**src/rtl/a_rst_seq.sv**
```systemverilog
// Staged reset sequencer: releases per-stage active-low resets in index order, each gated on the previous stage's ready.
// Optional ready-wait timeout with FAULT state is built when A_RST_SEQ_TIMEOUT_EN is defined.
module a_rst_seq #(
  parameter int N_STAGES       = 4,
  parameter int HOLD_CYCLES    = 16,
  parameter int GAP_CYCLES     = 4,
  parameter int TIMEOUT_CYCLES = 1024,
  parameter int CNT_W          = 16,
  localparam int IDX_W         = (N_STAGES > 1) ? $clog2(N_STAGES) : 1
) (
  input  logic                clk_ref,
  input  logic                rst_n_i,
  input  logic                init_rst_n_i,
  input  logic [N_STAGES-1:0] stage_rdy_i,
  output logic [N_STAGES-1:0] stage_rst_n_o,
  output logic                sys_ready_o,
  output logic                fault_o,
  output logic [IDX_W-1:0]    fault_stage_o
);

`ifdef A_RST_SEQ_TIMEOUT_EN
  typedef enum logic [2:0] {ST_ASSERT, ST_RELEASE, ST_GAP, ST_DONE, ST_FAULT} state_t;
`else
  typedef enum logic [1:0] {ST_ASSERT, ST_RELEASE, ST_GAP, ST_DONE} state_t;
`endif

  localparam logic [IDX_W-1:0] LAST_IDX = IDX_W'(N_STAGES - 1);

  state_t               state;
  logic [CNT_W-1:0]     cnt;
  logic [IDX_W-1:0]     k;
  logic [IDX_W-1:0]     next_k;
  logic [N_STAGES-1:0]  stage_rst_n;
  logic [N_STAGES-1:0]  next_thermo;
  logic                 sys_ready;
  logic                 rdy_k;

  assign next_k = k + IDX_W'(1);
  assign rdy_k  = stage_rdy_i[k];

  // Release mask always rebuilt as a thermometer up to the newly released stage.
  generate
    for (genvar gi = 0; gi < N_STAGES; gi++) begin : g_thermo
      assign next_thermo[gi] = (IDX_W'(gi) <= next_k);
    end
  endgenerate

`ifdef A_RST_SEQ_TIMEOUT_EN
  logic             fault;
  logic [IDX_W-1:0] fault_stage;
`endif

  // cnt is shared: hold count in ASSERT, gap count in GAP, ready-wait count in RELEASE.
  always_ff @(posedge clk_ref or negedge rst_n_i) begin
    if (!rst_n_i) begin
      state       <= ST_ASSERT;
      cnt         <= '0;
      k           <= '0;
      stage_rst_n <= '0;
      sys_ready   <= 1'b0;
`ifdef A_RST_SEQ_TIMEOUT_EN
      fault       <= 1'b0;
      fault_stage <= '0;
`endif
    end else if (!init_rst_n_i) begin
      state       <= ST_ASSERT;
      cnt         <= '0;
      k           <= '0;
      stage_rst_n <= '0;
      sys_ready   <= 1'b0;
`ifdef A_RST_SEQ_TIMEOUT_EN
      fault       <= 1'b0;
`endif
    end else begin
      case (state)
        ST_ASSERT: begin
          if (cnt == CNT_W'(HOLD_CYCLES - 1)) begin
            cnt            <= '0;
            k              <= '0;
            stage_rst_n[0] <= 1'b1;
            state          <= ST_RELEASE;
          end else begin
            cnt <= cnt + CNT_W'(1);
          end
        end
        ST_RELEASE: begin
          if (rdy_k) begin
            cnt <= '0;
            if (k == LAST_IDX) begin
              state     <= ST_DONE;
              sys_ready <= 1'b1;
            end else if (GAP_CYCLES == 0) begin
              k           <= next_k;
              stage_rst_n <= next_thermo;
            end else begin
              state <= ST_GAP;
            end
          end
`ifdef A_RST_SEQ_TIMEOUT_EN
          else if (cnt == CNT_W'(TIMEOUT_CYCLES - 1)) begin
            state       <= ST_FAULT;
            fault       <= 1'b1;
            fault_stage <= k;
            stage_rst_n <= '0;
          end else begin
            cnt <= cnt + CNT_W'(1);
          end
`endif
        end
        ST_GAP: begin
          if (cnt == CNT_W'(GAP_CYCLES - 1)) begin
            cnt         <= '0;
            k           <= next_k;
            stage_rst_n <= next_thermo;
            state       <= ST_RELEASE;
          end else begin
            cnt <= cnt + CNT_W'(1);
          end
        end
        ST_DONE: begin
        end
`ifdef A_RST_SEQ_TIMEOUT_EN
        ST_FAULT: begin
        end
`endif
        default: state <= ST_ASSERT;
      endcase
    end
  end

  assign stage_rst_n_o = stage_rst_n;
  assign sys_ready_o   = sys_ready;

`ifdef A_RST_SEQ_TIMEOUT_EN
  assign fault_o       = fault;
  assign fault_stage_o = fault_stage;
`else
  assign fault_o       = 1'b0;
  assign fault_stage_o = '0;
`endif

endmodule
```
**config.mk**
```make
export PLATFORM = sky130hd
export DESIGN_NAME = a_rst_seq
export DESIGN_NICKNAME = d
export VERILOG_FILES = /design/src/rtl/a_rst_seq.sv
export SDC_FILE = /design/constraint.sdc
export NUM_CORES = 1
export LEC_CHECK = 0
export ABC_AREA = 1
export ABC_CLOCK_PERIOD_IN_PS = 3800
export CORE_ASPECT_RATIO = 0.5
export CORE_MARGIN = 2
export CORE_UTILIZATION = 64
export CTS_BUF_LIST = sky130_fd_sc_hd__clkbuf_2 sky130_fd_sc_hd__clkbuf_4 sky130_fd_sc_hd__clkbuf_8
export CTS_CLUSTER_DIAMETER = 30
export DETAILED_ROUTE_END_ITERATION = 10
export PLACE_DENSITY = 0.92
export SLEW_MARGIN = 20
export SYNTH_ARGS = -nofsm -noshare
export SYNTH_HDL_FRONTEND = slang
export SYNTH_SLANG_ARGS = --single-unit
```
**constraint.sdc**
```tcl
create_clock -name clk_ref -period 3.8 [get_ports clk_ref]
set_input_delay 0.57 -clock clk_ref [delete_from_list [all_inputs] [get_ports clk_ref]]
set_output_delay 0.57 -clock clk_ref [all_outputs]
set_load 0.005 [all_outputs]
```
Yosys cells after proc, flatten, opt, wreduce, memory -nomap -nowiden
Cells that the tools add are included.

Register bits: 25. Input port bits: 7. Output and inout port bits: 8. Logic and storage cells: 60.

Add/sub/neg operators: 2. Magnitude comparators: 5. Equality and inequality tests: 15. Mux-type cells: 26. Reduce and logical (&&, ||, !) cells: 6.

Operators by type and width (number): two-way mux 16 bit (4); one-hot mux 16 bit (3 select lines) (1); adder 16 x 1 -> 16 bit, second input constant (1); == test 16 x 2 -> 1 bit, second input constant (1); == test 16 x 4 -> 1 bit, second input constant (1); two-way mux 2 bit (7); inequality test 2 x 1 -> 1 bit, second input constant (5); inequality test 3 bit, second input constant (3); two-way mux 4 bit (2); two-way mux 1 bit (7); one-hot mux 2 bit (3 select lines) (1); AND reduction 3 bit (2); == test 2 bit, second input constant (2); <= comparator 1 x 2 -> 1 bit, first input constant (2); <= comparator 2 bit, first input constant (2); inequality test 4 x 1 -> 1 bit, second input constant (1); one-hot mux 2 bit (2 select lines) (1); AND reduction 2 bit (2); AND reduction 4 bit (1); < comparator 2 x 3 -> 1 bit, second input constant (1); two-way mux 3 bit (1); inequality test 3 x 1 -> 1 bit, second input constant (1); adder 2 x 1 -> 2 bit, second input constant (1); binary-select mux 1 bit (select 2 bit) (1); 3 further kinds (3).

Depth between registers and ports, before layout
Gate-level depths: netlist of the first run.

Word-level depth: 5. Depth in mapped cells: 11. Gate-level depth less buffers: 10.

Least setup slack after synthesis of the first run
Ideal clock, no wire load.

Path kind: register -> register. From: register state[0]. To: register cnt[15]. Library setup time: 0.114 ns. Arrival time: 1.441 ns. Required time: 3.686 ns. Slack: 2.245 ns. Cell stages (with the launch flop): 11. Path buffers: 1. Period minus slack after synthesis: 1.555 ns. Cell sequence: dfrtp_1 -> inv_1 -> ha_1 -> inv_2 -> nand3b_2 -> nor2_1 -> a21oi_2 -> buf_2 -> nand4_1 -> nand2_1 -> nor2_1.

Cells in the longest elaborated chain, start to end: 3. Elaborated cells on any way between the ends: 8. Those cells by class: eq/ne: 4; mux: 2; reduce/logical: 2.

Ends and longest elaborated chain: start: declaration (RTL line 29) `state_t state;`; start signal: assignment (RTL line 56) `state <= ST_ASSERT;`; start signal: assignment (RTL line 66) `state <= ST_ASSERT;`; start signal: assignment (RTL line 81) `state <= ST_RELEASE;`; == test 2 bit, or another cell as far along (RTL line 75) `case (state)`; one-hot mux 16 bit (3 select lines), or another cell as far along (RTL line 75); two-way mux 16 bit or AND reduction 2 bit (tied branches); end signal: assignment (RTL line 83) `cnt <= cnt + CNT_W'(1);`; end signal: assignment (RTL line 117) `cnt <= cnt + CNT_W'(1);`; end: declaration (RTL line 30) `logic [CNT_W-1:0] cnt;`.

Parallel ways exist; a longest one is shown, timed or not. A chain may end at the register's enable or synchronous reset.

Final worst setup path of the first run
From: input port init_rst_n_i. To: register cnt[2].

Cells in the longest elaborated chain, start to end: 2. Elaborated cells on any way between the ends: 4. Those cells by class: eq/ne: 2; mux: 1; reduce/logical: 1.

Ends and longest elaborated chain: start: declaration (RTL line 13) `input logic init_rst_n_i,`; inequality test 4 x 1 -> 1 bit (no line) or inequality test 3 bit (tied branches); AND reduction 2 bit (no line).

Parallel ways exist; a longest one is shown, timed or not.

==> results of run 1 <==
==> routing by layer <==
layer | wire (um) | GRT usage [%] | part of all wire, %
met1 | 1755 | 31.22 | 45
met2 | 1847 | 51.55 | 47
met3 | 292 | 5.631 | 7.4
met4 | 32 | 10.45 | 0.81
met5 | 0 | 0 | 0
==> path summary, 6_finish.rpt <==
path                                                   start                            to  depth (start not counted)
worst max-delay path                            init_rst_n_i            cnt[2]$_DFFE_PN0P_                          8
worst min-delay path                                 rst_n_i            cnt[2]$_DFFE_PN0P_                          1
worst max register to register          state[0]$_DFFE_PN0P_            cnt[2]$_DFFE_PN0P_                         10
worst min register to register  stage_rst_n_o[1]$_DFFE_PN0P_  stage_rst_n_o[1]$_DFFE_PN0P_                          2
max in group asynchronous                            rst_n_i          state[1]$_DFFE_PN0P_                          1
min in group clk_ref            stage_rst_n_o[1]$_DFFE_PN0P_  stage_rst_n_o[1]$_DFFE_PN0P_                          2
==> critical path, cell delays in order <==
cell and delay [ps]:
clkdlybuf4s50_1 680, nand2_1 230, inv_1 90, a21oi_2 740, nand2_1 190, nand2_1 120
nand2_1 60, nor2_1 80
==> where the power goes <==
part / internal [uW] / total [uW] / switching (uW)
Clock: 82.3 / 169 / 86.3
Combinational: 105 / 339 / 234
Sequential: 293 / 327 / 33.4
==> cell usage after synthesis, drive strengths merged <==
master / n / area share (%)
nor2: 32 / 7.9
a21oi: 9 / 2.9
nand2: 78 / 18
inv: 35 / 7.8
nand3: 30 / 9.6
nand3b: 1 / 0.67
ha: 6 / 4.5
buf: 7 / 3.1
o21ai: 11 / 3.3
nand4: 6 / 2.2
o21bai: 2 / 0.90
conb: 1 / 0.22
xor2: 1 / 0.52
nor3: 2 / 0.90
dfrtp: 25 / 37
o31ai: 1 / 0.45
==> cell usage in the layout (no fill, tap or decap), drive strengths merged <==
cell | netlist | routed
o21bai | 2 | 2
nand2 | 78 | 78
nand3b | 1 | 1
nand3 | 30 | 30
inv | 35 | 35
nor3 | 2 | 2
ha | 6 | 6
a21oi | 9 | 9
conb | 1 | 3
nand4 | 6 | 6
nor2 | 32 | 32
dfrtp | 25 | 25
o31ai | 1 | 1
buf | 7 | 1
clkdlybuf4s50 | 0 | 10
o21ai | 11 | 11
xor2 | 1 | 1
clkbuf | 0 | 4
==> cell families (layout without fill, tap and decap cells) <==
kind of cell    count (synthesis)  count (layout)
compound gates                 23              23
xor+xnor                        1               1
fa+ha+maj                       6               6
buf+inv                        42              50
flops                          25              25
other cells                     1               3
simple gates                  149             149
==> metrics by stage <==
stage                     std cells  cell area (um2)  power [uW]  hold slack [ps]
after floorplan                 249             1684       584.2            274.4
after global placement          290             1789       634.8            466.3
after detailed placement        290             1789       660.8            469.4
after CTS                       294             1838       827.2            488.4
after global routing            294             1833       887.3            327.4
final                           294             1833       834.5            278.2
==> cell type report <==
| type | instances | area [um2] |
|---|---|---|
| Timing Repair Buffer | 11 | 105.1 |
| Fill cell | 186 | 704.4 |
| Multi-Input combinational cell | 182 | 875.8 |
| Sequential cell | 25 | 625.6 |
| Inverter | 35 | 131.4 |
| Clock buffer | 4 | 48.80 |
| Tap cell | 37 | 46.29 |
==> sequential cells by signal, indices dropped and copies added, names as in the netlist <==
register       flops
cnt               16
k                  2
stage_rst_n_o      4
state              2
sys_ready_o        1
==> reports/results.ini, run 1 <==
[timing]
fmax_mhz=391.4
skew_ps=1.649
hold_viol=0
rsz0062_at_grt=no
setup_slack_ps=1245
timing.final.max_slew_violations=0
slew_headroom_pct=34.66
setup_viol=0
worst_pin_slew_ps=980.1
min_period_ps=2555
finalCritPeriodShare_pct=67.24
setup_tns_ps=0

[route]
drc=0
dr.first_iter.drc_count=119
routedWlPerCell_um=13.36
routed_wirelength_mm=3.928
antenna_left=0
dr.pass1.iters=4
vias=1604
viasPerCell=5.456

[synth]
synth_adder_area_share_pct=4.478
synthMuxAreaShare_pct=0
postSynthAreaPerCell_um2=6.788
ys_seq_elements=25
ys_warn_count=0
synth_top_family_by_area=simple AND/OR/NAND/NOR gates
ys_types=26
synthCells=247
synth_compound_area_share_pct=7.537
synth_xor_area_share_pct=0.5224
yosys.area_share.simple_pct=39.03
synth_seq_area_share_pct=37.31
netlist_area_um2=1677

[clocking]
cts_inserted_buffers=3
worstSkewPairLatency_ps=270
clk_pin_slew_worst_paths_ps=90
h-tree-depth=1
clock_path_buffers=2
post_cts_buffers=0
cts_hold_buf=0
cts-root-buf=clkbuf_8
cts_resized=0
clock_sinks=25
cts_tree=built

[setup_path]
cp-end-kind=flop
critPathRequiredTime_ps=4010
ff2ff_setup_slack_ps=1500
critPathKind=in -> reg
worstPathArrival_ps=2760
path_max_fanout=21
startpoint_type=input pin

[job]
max_cap_viol_count=0

[floorplan]
io_pins=15
start_util_pct=66.07
die_area_um2=3070
die-height_um=40.19
die_w_um=76.39
num_rows=13
core_area_um2=2537

[grt]
grt_pass1_vias=1462
gr-usage-all-layers_pct=26.68
antenna_found_initial=0
grt-ovfl-total=0
grt_max_degree=26
grt_pass1_wl_mm=6.265

[finish]
fin_util_pct=72.24
antenna_cells=0
area_delta_synth_final_pct=9.328
final_nets=271
drive_above_1_share_pct=7.393

[run_status]
status=completed

[power]
powerDensity_nw_per_um2=455.3
ir_worst_vdd_mv=0.2109
leakage_uw=0.0008660

[placement]
dp_slack_ps=1006
dp_hpwl_mm=2.893
gp_congestion=0.8818
port_buffers=11

[hold_path]
hp-class=in -> async

Power figures use the tool's default switching activity.
==> run 2: changes to the inputs <==
--- a/config.mk
+++ b/config.mk
@@ -6,14 +6,14 @@
 export NUM_CORES = 1
 export LEC_CHECK = 0
 export ABC_AREA = 1
-export ABC_CLOCK_PERIOD_IN_PS = 3800
+export ABC_CLOCK_PERIOD_IN_PS = 2650
 export CORE_ASPECT_RATIO = 0.5
 export CORE_MARGIN = 2
-export CORE_UTILIZATION = 64
+export CORE_UTILIZATION = 59
 export CTS_BUF_LIST = sky130_fd_sc_hd__clkbuf_2 sky130_fd_sc_hd__clkbuf_4 sky130_fd_sc_hd__clkbuf_8
 export CTS_CLUSTER_DIAMETER = 30
 export DETAILED_ROUTE_END_ITERATION = 10
-export PLACE_DENSITY = 0.92
+export PLACE_DENSITY = 0.86
 export SLEW_MARGIN = 20
 export SYNTH_ARGS = -nofsm -noshare
 export SYNTH_HDL_FRONTEND = slang
==> constraint.sdc (replaced) <==
create_clock -name clk_ref -period 2.65 [get_ports clk_ref]
set_input_delay 0.3975 -clock clk_ref [delete_from_list [all_inputs] [get_ports clk_ref]]
set_output_delay 0.3975 -clock clk_ref [all_outputs]
set_load 0.005 [all_outputs]
==> reports/results.ini, run 2 (synthesized netlist as in run 1, its figures left out) <==
[clocking]
cts-root-buf=clkbuf_8
cts_tree=built
clock_path_buffers=2
cts_hold_buf=0
worstSkewPairLatency_ps=280
cts_resized=0
clock_sinks=25
post_cts_buffers=0
h-tree-depth=1
cts_inserted_buffers=3
clk_pin_slew_worst_paths_ps=100

[finish]
largest_reg_flops=16
final_nets=274
antenna_cells=0
final_common_cell=nand2_1
fillers=226
area_delta_synth_final_pct=10.97
drive_above_1_share_pct=8.077
largest_register=cnt
layout_common_cells=76 x nand2_1, 31 x inv_1, 29 x nor2_1, 28 x nand3_1, 25 x dfrtp_1

[route]
drc=0
antenna_left=0
routed_wirelength_mm=3.623
dr.pass1.iters=4
dr.first_iter.drc_count=87
viasPerCell=5.347
routedWlPerCell_um=12.20
vias=1588

[run_status]
status=completed

[setup_path]
startpoint_type=flop
worst_path_max_delay_cell=dfrtp_1
crit_family=simple AND/OR/NAND/NOR gates
cpMostUsedCell=inv_1
cp.depth=10
cp_num_buf_inv=4
ff2ff_setup_slack_ps=810
worstPathArrival_ps=2000
critPathRequiredTime_ps=2810
worstReg2RegStart=state[0]$_DFFE_PN0P_
slowest_delay_ps=400
r2r-end=cnt[13]$_DFFE_PN0P_
critPathKind=reg -> reg
r2r_cells=10
path_max_fanout=11
cp-end-kind=flop
worstPathCellList=inv_1 -> ha_1 -> inv_2 -> nand3b_2 -> nor2_1 -> inv_1 -> nand2_1 -> o21ai_0 -> inv_1 -> a21oi_1

[grt]
antenna_found_initial=0
grt_max_degree=26
grt-ovfl-total=0
grt_pass1_vias=1400
gr-usage-all-layers_pct=23.52
grt_pass1_wl_mm=6.147

[floorplan]
num_rows=13
core_area_um2=2651
start_util_pct=63.24
io_pins=15
die_area_um2=3310
die_w_um=79.39
die-height_um=41.70

[placement]
gp_congestion=0.8968
dp_hpwl_mm=2.721
port_buffers=11

[timing]
setup_viol=0
finalCritPeriodShare_pct=69.57
fmax_mhz=542.4
min_period_ps=1844
rsz0062_at_grt=no
hold_viol=0
setup_tns_ps=0
timing.final.max_slew_violations=0
skew_ps=14.14

[job]
max_cap_viol_count=0

[power]
power_uw=1184
leakage_uw=0.0008756
ir_worst_vdd_mv=0.2950
powerDensity_nw_per_um2=636.3

[hold_path]
hp-class=in -> async

run 2: changes by cell type in the layout (fill, tap and decap cells not counted):
cell,before,now
buf_4,0,3
clkbuf_4,1,0
buf_2,1,0
clkdlybuf4s50_1,10,11
clkinvlp_4,0,1
run 2: per-stage QoR:
stage	hold slack [ps]	utilization (%)	setup slack, ps	std cells	instance area, um2
after floorplan	101.9	-	1095	249	1684
after global placement	463.7	68.33	729.5	293	1812
after detailed placement	470.3	68.33	685.9	293	1812
after CTS	477.2	70.17	826.6	297	1861
after global routing	512.9	70.17	658.4	297	1861
final	468.5	70.17	806.3	297	1861
run 2: how the worst max path moves through the flow:
stage / from / endpoint / slack, ps
final: state[0]$_DFFE_PN0P_ / cnt[13]$_DFFE_PN0P_ / 810
after global routing: state[0]$_DFFE_PN0P_ / cnt[13]$_DFFE_PN0P_ / 660
after detailed placement: init_rst_n_i / cnt[13]$_DFFE_PN0P_ / 690
after global placement: init_rst_n_i / cnt[13]$_DFFE_PN0P_ / 730
after floorplan: state[0]$_DFFE_PN0P_ / cnt[15]$_DFFE_PN0P_ / 1100
after CTS: state[0]$_DFFE_PN0P_ / cnt[13]$_DFFE_PN0P_ / 830
run 2: metal layers:
metal | vias to the layer above | GRT usage, % | part of all wire [%]
met5 | - | 0 | 0
met4 | 0 | 4.138 | 0.75
met3 | 5 | 5.870 | 5.5
met2 | 40 | 40.51 | 47
met1 | 743 | 30.61 | 47
li1 | 800 | - | -
run 2: area by class of cell:
cell class | count | area (um2) | share of cell area [%]
tap | 37 | 46.29 | 2.488
sequential | 25 | 625.6 | 33.62
inverter | 35 | 131.4 | 7.061
timing repair buffer | 14 | 132.6 | 7.128
clock buffer | 3 | 41.29 | 2.219
clock inverter | 1 | 7.507 | 0.4035
multi-input combinational | 182 | 875.8 | 47.07
run 2: power by group:
group          total, uW  switching (uW)  internal (uW)
combinational        486             324            161
clock                236             129            107
sequential           463            42.1            421
total               1180             495            689
run 2: worst register-to-register path, cell delays in order, from the launching register on:
cell and delay [ps]:
dfrtp_1 400, inv_1 80, ha_1 260, inv_2 120
nand3b_2 100, nor2_1 170, inv_1 80, nand2_1 300
o21ai_0 130, inv_1 60, a21oi_1 40
==> run 3: changes to the inputs <==
--- a/config.mk
+++ b/config.mk
@@ -6,7 +6,7 @@
 export NUM_CORES = 1
 export LEC_CHECK = 0
 export ABC_AREA = 1
-export ABC_CLOCK_PERIOD_IN_PS = 2650
+export ABC_CLOCK_PERIOD_IN_PS = 1900
 export CORE_ASPECT_RATIO = 0.5
 export CORE_MARGIN = 2
 export CORE_UTILIZATION = 59
==> constraint.sdc (replaced) <==
create_clock -name clk_ref -period 1.9 [get_ports clk_ref]
set_input_delay 0.285 -clock clk_ref [delete_from_list [all_inputs] [get_ports clk_ref]]
set_output_delay 0.285 -clock clk_ref [all_outputs]
set_load 0.005 [all_outputs]
==> reports/results.ini, run 3 (synthesized netlist as in run 1, its figures left out) <==
[clocking]
h-tree-depth=1
worstSkewPairLatency_ps=270
cts-root-buf=clkbuf_8
post_cts_buffers=0
clock_path_buffers=2
clk_pin_slew_worst_paths_ps=90
clock_sinks=25
cts_inserted_buffers=3
cts_tree=built

[finish]
multi_input_area_um2=880.8
layout_common_cells=75 x nand2_1, 31 x inv_1, 29 x nor2_1, 28 x nand3_1, 24 x dfrtp_1
fillers=221
final_nets=275
final_common_cell=nand2_1
antenna_cells=0
largest_register=cnt
ff_latch_area_um2=626.9
area_delta_synth_final_pct=12.39
drive_above_1_share_pct=9.579
largest_reg_flops=16
design_area_um2=1884

[grt]
gr-usage-all-layers_pct=23.63
grt-ovfl-total=0
antenna_found_initial=0
grt_pass1_wl_mm=6.127
grt_pass1_vias=1345
grt_max_degree=26

[placement]
dp_hpwl_mm=2.676
placed_cell_area_um2=1832
dp_slack_ps=30.81
gp_congestion=0.9295
port_buffers=11

[power]
powerDensity_nw_per_um2=916.4
switchingPower_uw=714.6
leakage_uw=0.0008865
swShare_pct=41.38
seqPwrFrac_pct=37.4
p_clk_share_pct=18.5
power_uw=1727
p_comb_share_pct=44.1
p_int_uw=1012
ir_worst_vdd_mv=0.4827

[job]
max_cap_viol_count=0

[timing]
fin_hold_ws_ps=365.9
skew_ps=6.034
rsz0062_at_grt=no
setup_tns_ps=0
hold_viol=0
min_period_ps=1730
timing.final.max_slew_violations=0
fmax_mhz=578.0
setup_slack_ps=169.8
finalCritPeriodShare_pct=91.07
setup_viol=0

[setup_path]
cp-end-kind=flop
path_max_fanout=7
critPathRequiredTime_ps=2070
ff2ff_setup_slack_ps=170
worstPathArrival_ps=1900
startpoint_type=flop
r2r-end=cnt[15]$_DFFE_PN0P_
worstReg2RegStart=cnt[0]$_DFFE_PN0P_
critPathKind=reg -> reg
r2r_cells=10

[floorplan]
die-height_um=41.70
start_util_pct=63.24
die_w_um=79.39
die_area_um2=3310
num_rows=13
core_area_um2=2651
io_pins=15

[run_status]
status=completed

[route]
viasPerCell=5.329
routed_wirelength_mm=3.712
drc=0
dr.pass1.iters=4
antenna_left=0
vias=1588
dr.first_iter.drc_count=140
routedWlPerCell_um=12.46

[hold_path]
hp-class=in -> async

run 3: cell count changes in the layout (fill, tap and decap cells not counted), sizes merged:
cell	previous run	this run
clkinv	0	1
clkinvlp	1	0
buf	3	4
run 3: worst max-delay path by stage:
stage / start / to / cells after the start
floorplan: state[0]$_DFFE_PN0P_ / cnt[15]$_DFFE_PN0P_ / 10
global placement: init_rst_n_i / cnt[13]$_DFFE_PN0P_ / 8
detailed placement: init_rst_n_i / cnt[13]$_DFFE_PN0P_ / 8
CTS: state[0]$_DFFE_PN0P_ / cnt[13]$_DFFE_PN0P_ / 10
global route: cnt[9]$_DFFE_PN0P_ / cnt[15]$_DFFE_PN0P_ / 10
finish: cnt[0]$_DFFE_PN0P_ / cnt[15]$_DFFE_PN0P_ / 10
run 3: power groups by stage:
| stage | clock [uW] | combinational [uW] | sequential, uW |
|---|---|---|---|
| after detailed placement | 0 | 738 | 654 |
| after global placement | 0 | 720 | 650 |
| after floorplan | 0 | 527 | 642 |
| after global routing | 354 | 848 | 654 |
| after CTS | 327 | 742 | 643 |
| final | 320 | 761 | 645 |
run 3: layout make-up:
cell class | count | area share (%)
clock inverter | 1 | 0.2656
timing repair buffer | 15 | 8.101
tap | 37 | 2.457
clock buffer | 3 | 2.191
inverter | 35 | 6.972
multi-input combinational | 182 | 46.75
sequential | 25 | 33.27
run 3: per-stage QoR:
stage	util [%]	cells
5_1_grt	71.07	298
3_5_place_dp	69.09	294
6_report	71.07	298
4_1_cts	70.84	298
3_3_place_gp	69.09	294
2_1_floorplan	-	249
run 3: routing by layer:
| layer | routed length, um | vias up | GRT usage (%) |
|---|---|---|---|
| met5 | 0 | - | 0 |
| met4 | 14 | 0 | 3.448 |
| met3 | 287 | 2 | 6.087 |
| met2 | 1679 | 68 | 36.78 |
| met1 | 1731 | 717 | 34.17 |
| li1 | - | 801 | - |
run 3: repair_timing:
item / CTS / global route
setup endpoints to repair: 0 / 14
hold buffers: 0 / 0
gates resized for setup: 0 / 4
run 3: critical path, stage by stage, from the launching register on:
cell and delay [ps]:
dfrtp_2 430, ha_1 240, nand3_1 110, nor2_1 140
nand2_1 130, nand2_1 110, nand2_2 110, nand2_1 130
nand2_2 110, nand2_1 80, nor2_1 40
